### src/rtl/vram_arb_pkg.sv
// Shared types and defaults for the video/CPU RAM arbiter.
// Latency: n/a (types and constants only).
// Backpressure: n/a.
package vram_arb_pkg;

    typedef enum logic {
        VPRI  = 1'b0,
        CTURN = 1'b1
    } arb_state_t;

    typedef enum logic [1:0] {
        OWN_NONE = 2'd0,
        OWN_CPU  = 2'd1,
        OWN_VID  = 2'd2
    } owner_t;

    localparam logic [31:0] VBASE_DEF       = 32'h200;
    localparam int          MAX_VSTREAK_DEF = 4;

endpackage

### src/rtl/vram_arbiter.sv
// Shares one synchronous-read RAM port between CPU and video scanout; video has priority, CPU gets a turn after a streak.
// Latency: grant in the request cycle, read data and rvalid one cycle after the grant.
// Backpressure: a requester holds *_req until its *_gnt; the CPU waits at most MAX_VSTREAK cycles.
module vram_arbiter
    import vram_arb_pkg::*;
#(
    parameter logic [31:0] VBASE       = VBASE_DEF,
    parameter int          MAX_VSTREAK = MAX_VSTREAK_DEF
) (
    input  logic        clk,
    input  logic        reset_n,
    input  logic        c_req,
    input  logic        c_we,
    input  logic [31:0] c_addr,
    input  logic [31:0] c_wdata,
    output logic        c_gnt,
    output logic        c_rvalid,
    output logic [31:0] c_rdata,
    input  logic        v_req,
    input  logic [31:0] v_addr,
    output logic        v_gnt,
    output logic        v_rvalid,
    output logic [31:0] v_rdata,
    output logic        m_en,
    output logic        m_we,
    output logic [31:0] m_addr,
    output logic [31:0] m_wdata,
    input  logic [31:0] m_rdata
);

    // vstreak+1 == MAX_VSTREAK is the same as vstreak == MAX_VSTREAK-1 for MAX_VSTREAK in 1..15
    localparam logic [3:0] STREAK_LAST = 4'(MAX_VSTREAK - 1);

    arb_state_t  st;
    logic [3:0]  vstreak;
    owner_t      rd_own;
    logic [31:0] c_rdata_q;
    logic [31:0] v_rdata_q;
    logic [31:0] v_addr_ram;

    // Grant selection: the favoured side wins a collision, a lone requester always wins; nothing during reset
    always_comb begin
        c_gnt = 1'b0;
        v_gnt = 1'b0;
        if (reset_n) begin
            if (st == VPRI) begin
                v_gnt = v_req;
                c_gnt = c_req & ~v_req;
            end else begin
                c_gnt = c_req;
                v_gnt = v_req & ~c_req;
            end
        end
    end

    // Video addresses are relative to the frame buffer base; the add wraps silently
    assign v_addr_ram = v_addr + VBASE;

    assign m_en    = c_gnt | v_gnt;
    assign m_we    = c_gnt & c_we;
    assign m_addr  = (c_gnt ? c_addr : v_addr_ram) & ~32'h3;
    assign m_wdata = c_wdata;

    // Streak counter and priority FSM: hand the CPU a turn once video has won MAX_VSTREAK times in a row
    always_ff @(posedge clk or negedge reset_n) begin
        if (!reset_n) begin
            st      <= VPRI;
            vstreak <= 4'd0;
        end else begin
            if (c_gnt || !c_req) begin
                vstreak <= 4'd0;
            end else if (v_gnt) begin
                vstreak <= vstreak + 4'd1;
            end

            case (st)
                VPRI: begin
                    if (v_gnt && c_req && (vstreak == STREAK_LAST)) begin
                        st <= CTURN;
                    end
                end
                CTURN: begin
                    if (c_gnt || !c_req) begin
                        st <= VPRI;
                    end
                end
                default: st <= VPRI;
            endcase
        end
    end

    // Remember who owns the read data returning next cycle; writes return nothing
    always_ff @(posedge clk or negedge reset_n) begin
        if (!reset_n) begin
            rd_own <= OWN_NONE;
        end else if (c_gnt && !c_we) begin
            rd_own <= OWN_CPU;
        end else if (v_gnt) begin
            rd_own <= OWN_VID;
        end else begin
            rd_own <= OWN_NONE;
        end
    end

    assign c_rvalid = (rd_own == OWN_CPU);
    assign v_rvalid = (rd_own == OWN_VID);

    // Read data passes straight through in the return cycle and is held afterwards
    assign c_rdata = c_rvalid ? m_rdata : c_rdata_q;
    assign v_rdata = v_rvalid ? m_rdata : v_rdata_q;

    // Holding registers for the last word returned to each side
    always_ff @(posedge clk or negedge reset_n) begin
        if (!reset_n) begin
            c_rdata_q <= 32'd0;
            v_rdata_q <= 32'd0;
        end else begin
            c_rdata_q <= c_rdata;
            v_rdata_q <= v_rdata;
        end
    end

endmodule

### config.mk
export PLATFORM = sky130hd
export DESIGN_NAME = vram_arbiter
export DESIGN_NICKNAME = d
export VERILOG_FILES = /design/src/rtl/vram_arb_pkg.sv /design/src/rtl/vram_arbiter.sv
export SDC_FILE = /design/constraint.sdc
export NUM_CORES = 1
export LEC_CHECK = 0
export ABC_AREA = 1
export ABC_CLOCK_PERIOD_IN_PS = 3920
export BUFFER_PORTS_ARGS = -buffer_cell sky130_fd_sc_hd__buf_4
export CORE_AREA = 3 3 104 106
export DETAILED_ROUTE_END_ITERATION = 7
export DIE_AREA = 0 0 107 109
export GPL_ROUTABILITY_DRIVEN = 0
export PLACE_DENSITY = 0.76
export SLEW_MARGIN = 25
export SYNTH_ARGS = -nofsm -noshare
export SYNTH_HDL_FRONTEND = slang
export SYNTH_SLANG_ARGS = --single-unit
### constraint.sdc
create_clock -name clk -period 3.92 [get_ports clk]
set_clock_uncertainty 0.15 [all_clocks]
set_input_delay 0.784 -clock clk [delete_from_list [all_inputs] [get_ports clk]]
set_output_delay 0.784 -clock clk [all_outputs]
set_load 0.01 [all_outputs]
==> run_results.csv <==
group,metric,value,unit
timing,slew_viol_final,0,
worst_setup_path,rr_startpoint,"rd_own[1]",
floorplan,core,0.009864,mm²
logic_synthesis,synth.distinct_cells,25,
worst_setup_path,regToRegEndpoint,"v_rdata_q[16]",
layout,postLayoutCoreUtil,55.58,%
layout,areaGrowthSynthToFinish,39.02,%
global_routing,grt_max_degree,73,
timing,final-hold-violation-count,0,
worst_setup_path,crit_chain,"inv_1, nor2_1, inv_2, nand2_1, o21ai_0, buf_4",
pwr,p_per_area,402.1,mW/mm²
run_status,status,"completed",
worst_setup_path,path_class,"flop to output pin",
hold_path,min_from,"v_rdata_q[23]",
timing,setup_violations,0,
clock_tree,clockBufferDepth,2,
worst_setup_path,r2r_slack,2.08,ns
logic_synthesis,yosysSeqAreaShare,45.05,%
timing,period_needed,3.014,ns
routing,wl,11280,µm
clock_tree,cts.sinks,71,
logic_synthesis,async_flop_share,100.0,%
global_routing,grt_pass1_vias,3729,
global_routing,track_usage,19.39,%
logic_synthesis,yosysMostFrequentCell,"nand2_1",
pwr,ir_worst_vdd,0.0001839,V
layout,antenna_cells,0,
clock_tree,clk_latency,0.34,ns
worst_setup_path,cp_max_fo,64,
logic_synthesis,synth.top_cells.by_count,"nand2_1 (174), o21ai_0 (74), dfrtp_1 (71)",
logic_synthesis,yosys-top-cells-area,"dfrtp_1 (45%), nand2_1 (17%), o21ai_0 (9.4%), buf_4 (6.5%), inv_1 (5.9%)",
clock_tree,ctsHoldBuffers,0,
clock_tree,ctsHtreeMaxLevel,3,
routing,drt-vias-per-instance,4.653,
timing,rsz0062_at_grt,"false",
global_routing,antenna_found_initial,0,
clock_tree,cts_inserted_buffers,9,
floorplan,dieHeight,109,µm
floorplan,dieArea,0.01166,mm²
clock_tree,clk_pin_slew,0.08,ns
worst_setup_path,crit_arrival,2.08,ns
timing,fin_setup_tns,0,ns
worst_setup_path,cp-end-kind,"output pin",
worst_setup_path,path_buf_inv,3,
pwr,leakagePower,3.010,nW
clock_tree,cts-root-buf,"clkbuf_8",
floorplan,die_w,107,µm
worst_setup_path,slowest_stage,"inv_2",
logic_synthesis,synthCells,526,
routing,firstDrtPassIters,4,
floorplan,num_rows,36,
hold_path,min_to,"v_rdata_q[23]",
routing,routedWlPerCell,13.73,µm
timing,min_period_over_period,76.89,%
job,maxCapViolCount,0,
routing,drt_iter0_drc,165,
worst_setup_path,rr_worst_depth,4,
floorplan,start_util,39.98,%
clock_tree,post_cts_resized,0,
placed_design,io_buffer_count,196,
placed_design,place_area,0.005259,mm²
logic_synthesis,yosysTopAreaCellShare,45.05,%
layout,regArea,0.001777,mm²
timing,tightestPinTransition,0.8973,ns
routing,antenna_left,0,
logic_synthesis,synth_edf_count,0,
routing,drc,0,
clock_tree,cts_tree,"done",
logic_synthesis,synth-seq-cells,71,
timing,slew_headroom,40.09,%
layout,finalInstanceArea,0.005483,mm²
worst_setup_path,crit_family,"buffers and inverters",
layout,multi_input_area,0.001598,mm²
worst_setup_path,max_stage_delay,0.65,ns
clock_tree,post-cts-setup-buffers,0,
layout,final_net_count,818,
timing,fmax,331.8,MHz
placed_design,hpwl,8696,µm
logic_synthesis,syn_area_per_cell,7.498,µm²
floorplan,ios,267,
logic_synthesis,synth_top_cell_by_area,"dfrtp_1",
layout,drive_gt1_share,33.72,%
worst_setup_path,start_kind,"flop",
logic_synthesis,synth_warnings,0,
routing,via_count,3820,
logic_synthesis,synth_ff_type,"dfrtp_1",
global_routing,grt_pass1_wl,17790,µm
logic_synthesis,syn_area,0.003944,mm²
timing,fin_hold_ws,0.3523,ns
layout,fillers,923,
hold_path,holdPathStages,2,
worst_setup_path,crit_required,2.99,ns
hold_path,hold_class,"flop to flop",
global_routing,grt-ovfl-total,0,
## sequential cells by signal, indices dropped and copies added, names as in the netlist
name,cells
c_rdata_q,32
rd_own,2
st,1
v_rdata_q,32
vstreak,4
## report_power, final
| part | switching (W) | internal (W) | leakage [nW] |
|---|---|---|---|
| Combinational | 0.000345 | 0.000318 | 2.03 |
| Clock | 0.000279 | 0.000359 | 0.110 |
| Sequential | 0.0000419 | 0.000861 | 0.874 |
## tightest hold or removal path: cells and delay by family (launching register included)
family	cells	cell delay [ns]
DFF	1	0.33
AOI/OAI and AO/OA	1	0.09
and+or+nand+nor	1	0.04
## cell usage in the layout (no fill, tap or decap)
master	n
inv_2	1
nand2_4	4
a21oi_2	1
buf_4	198
bufinv_16	2
nor2_2	2
clkinv_2	2
nor3_1	2
xor2_1	5
nor2_1	24
nand4_1	3
nand2_1	173
nor2_4	6
inv_6	1
o21bai_1	5
clkinvlp_4	1
nor2_8	1
nand3_1	28
nand2_2	3
inv_1	62
clkbuf_8	9
xnor2_1	2
a21oi_1	3
conb_1	2
clkinv_4	1
ha_1	2
o21ai_0	74
dfrtp_1	71
## how the worst max path moves through the flow
stage | cells after the start | from | slack, ns | to
3_5_place_dp | 11 | v_addr[9] | 0.96 | m_addr[25]
5_1_grt | 5 | rd_own[1] | 0.68 | v_rdata[29]
6_report | 6 | rd_own[1] | 0.91 | v_rdata[16]
4_1_cts | 4 | rd_own[1] | 0.68 | c_rdata[2]
2_1_floorplan | 6 | v_addr[9] | 1.29 | m_addr[15]
3_3_place_gp | 7 | reset_n | 0.96 | m_addr[2]
## through the flow
stage               total power [W]  worst slack, ns  instances
floorplan                  0.001225            1.288        527
global placement           0.001564           0.9604        805
global route               0.002352           0.6785        821
detailed placement         0.001585           0.9587        805
CTS                        0.002240           0.6840        821
finish                     0.002204           0.9060        821
## cells by family (layout without fill, tap and decap cells)
logic type	Yosys count	in the layout	synth area share, %
other	1	2	0.09509
buffers and inverters	116	277	14.72
and+or+nand+nor	246	246	27.00
adders and majority gates	2	2	0.6344
AOI/OAI and AO/OA	83	83	10.95
DFF	71	71	45.05
xor gates and xnor gates	7	7	1.555
## layout make-up
class,instances,share of cell area (%)
Sequential cell,71,32.41
Inverter,63,4.313
Clock inverter,7,1.734
Clock buffer,9,2.259
Timing Repair Buffer,198,27.11
Multi-Input combinational cell,340,29.14
Tap cell,133,3.035
## metal layers
metal	vias up	GRT usage, %	wire length, µm
li1	1919	-	-
met1	1697	22.10	4451
met2	189	34.35	5739
met3	15	6.513	913
met4	0	6.301	170
met5	-	0	0
Power figures use the tool's default switching activity.
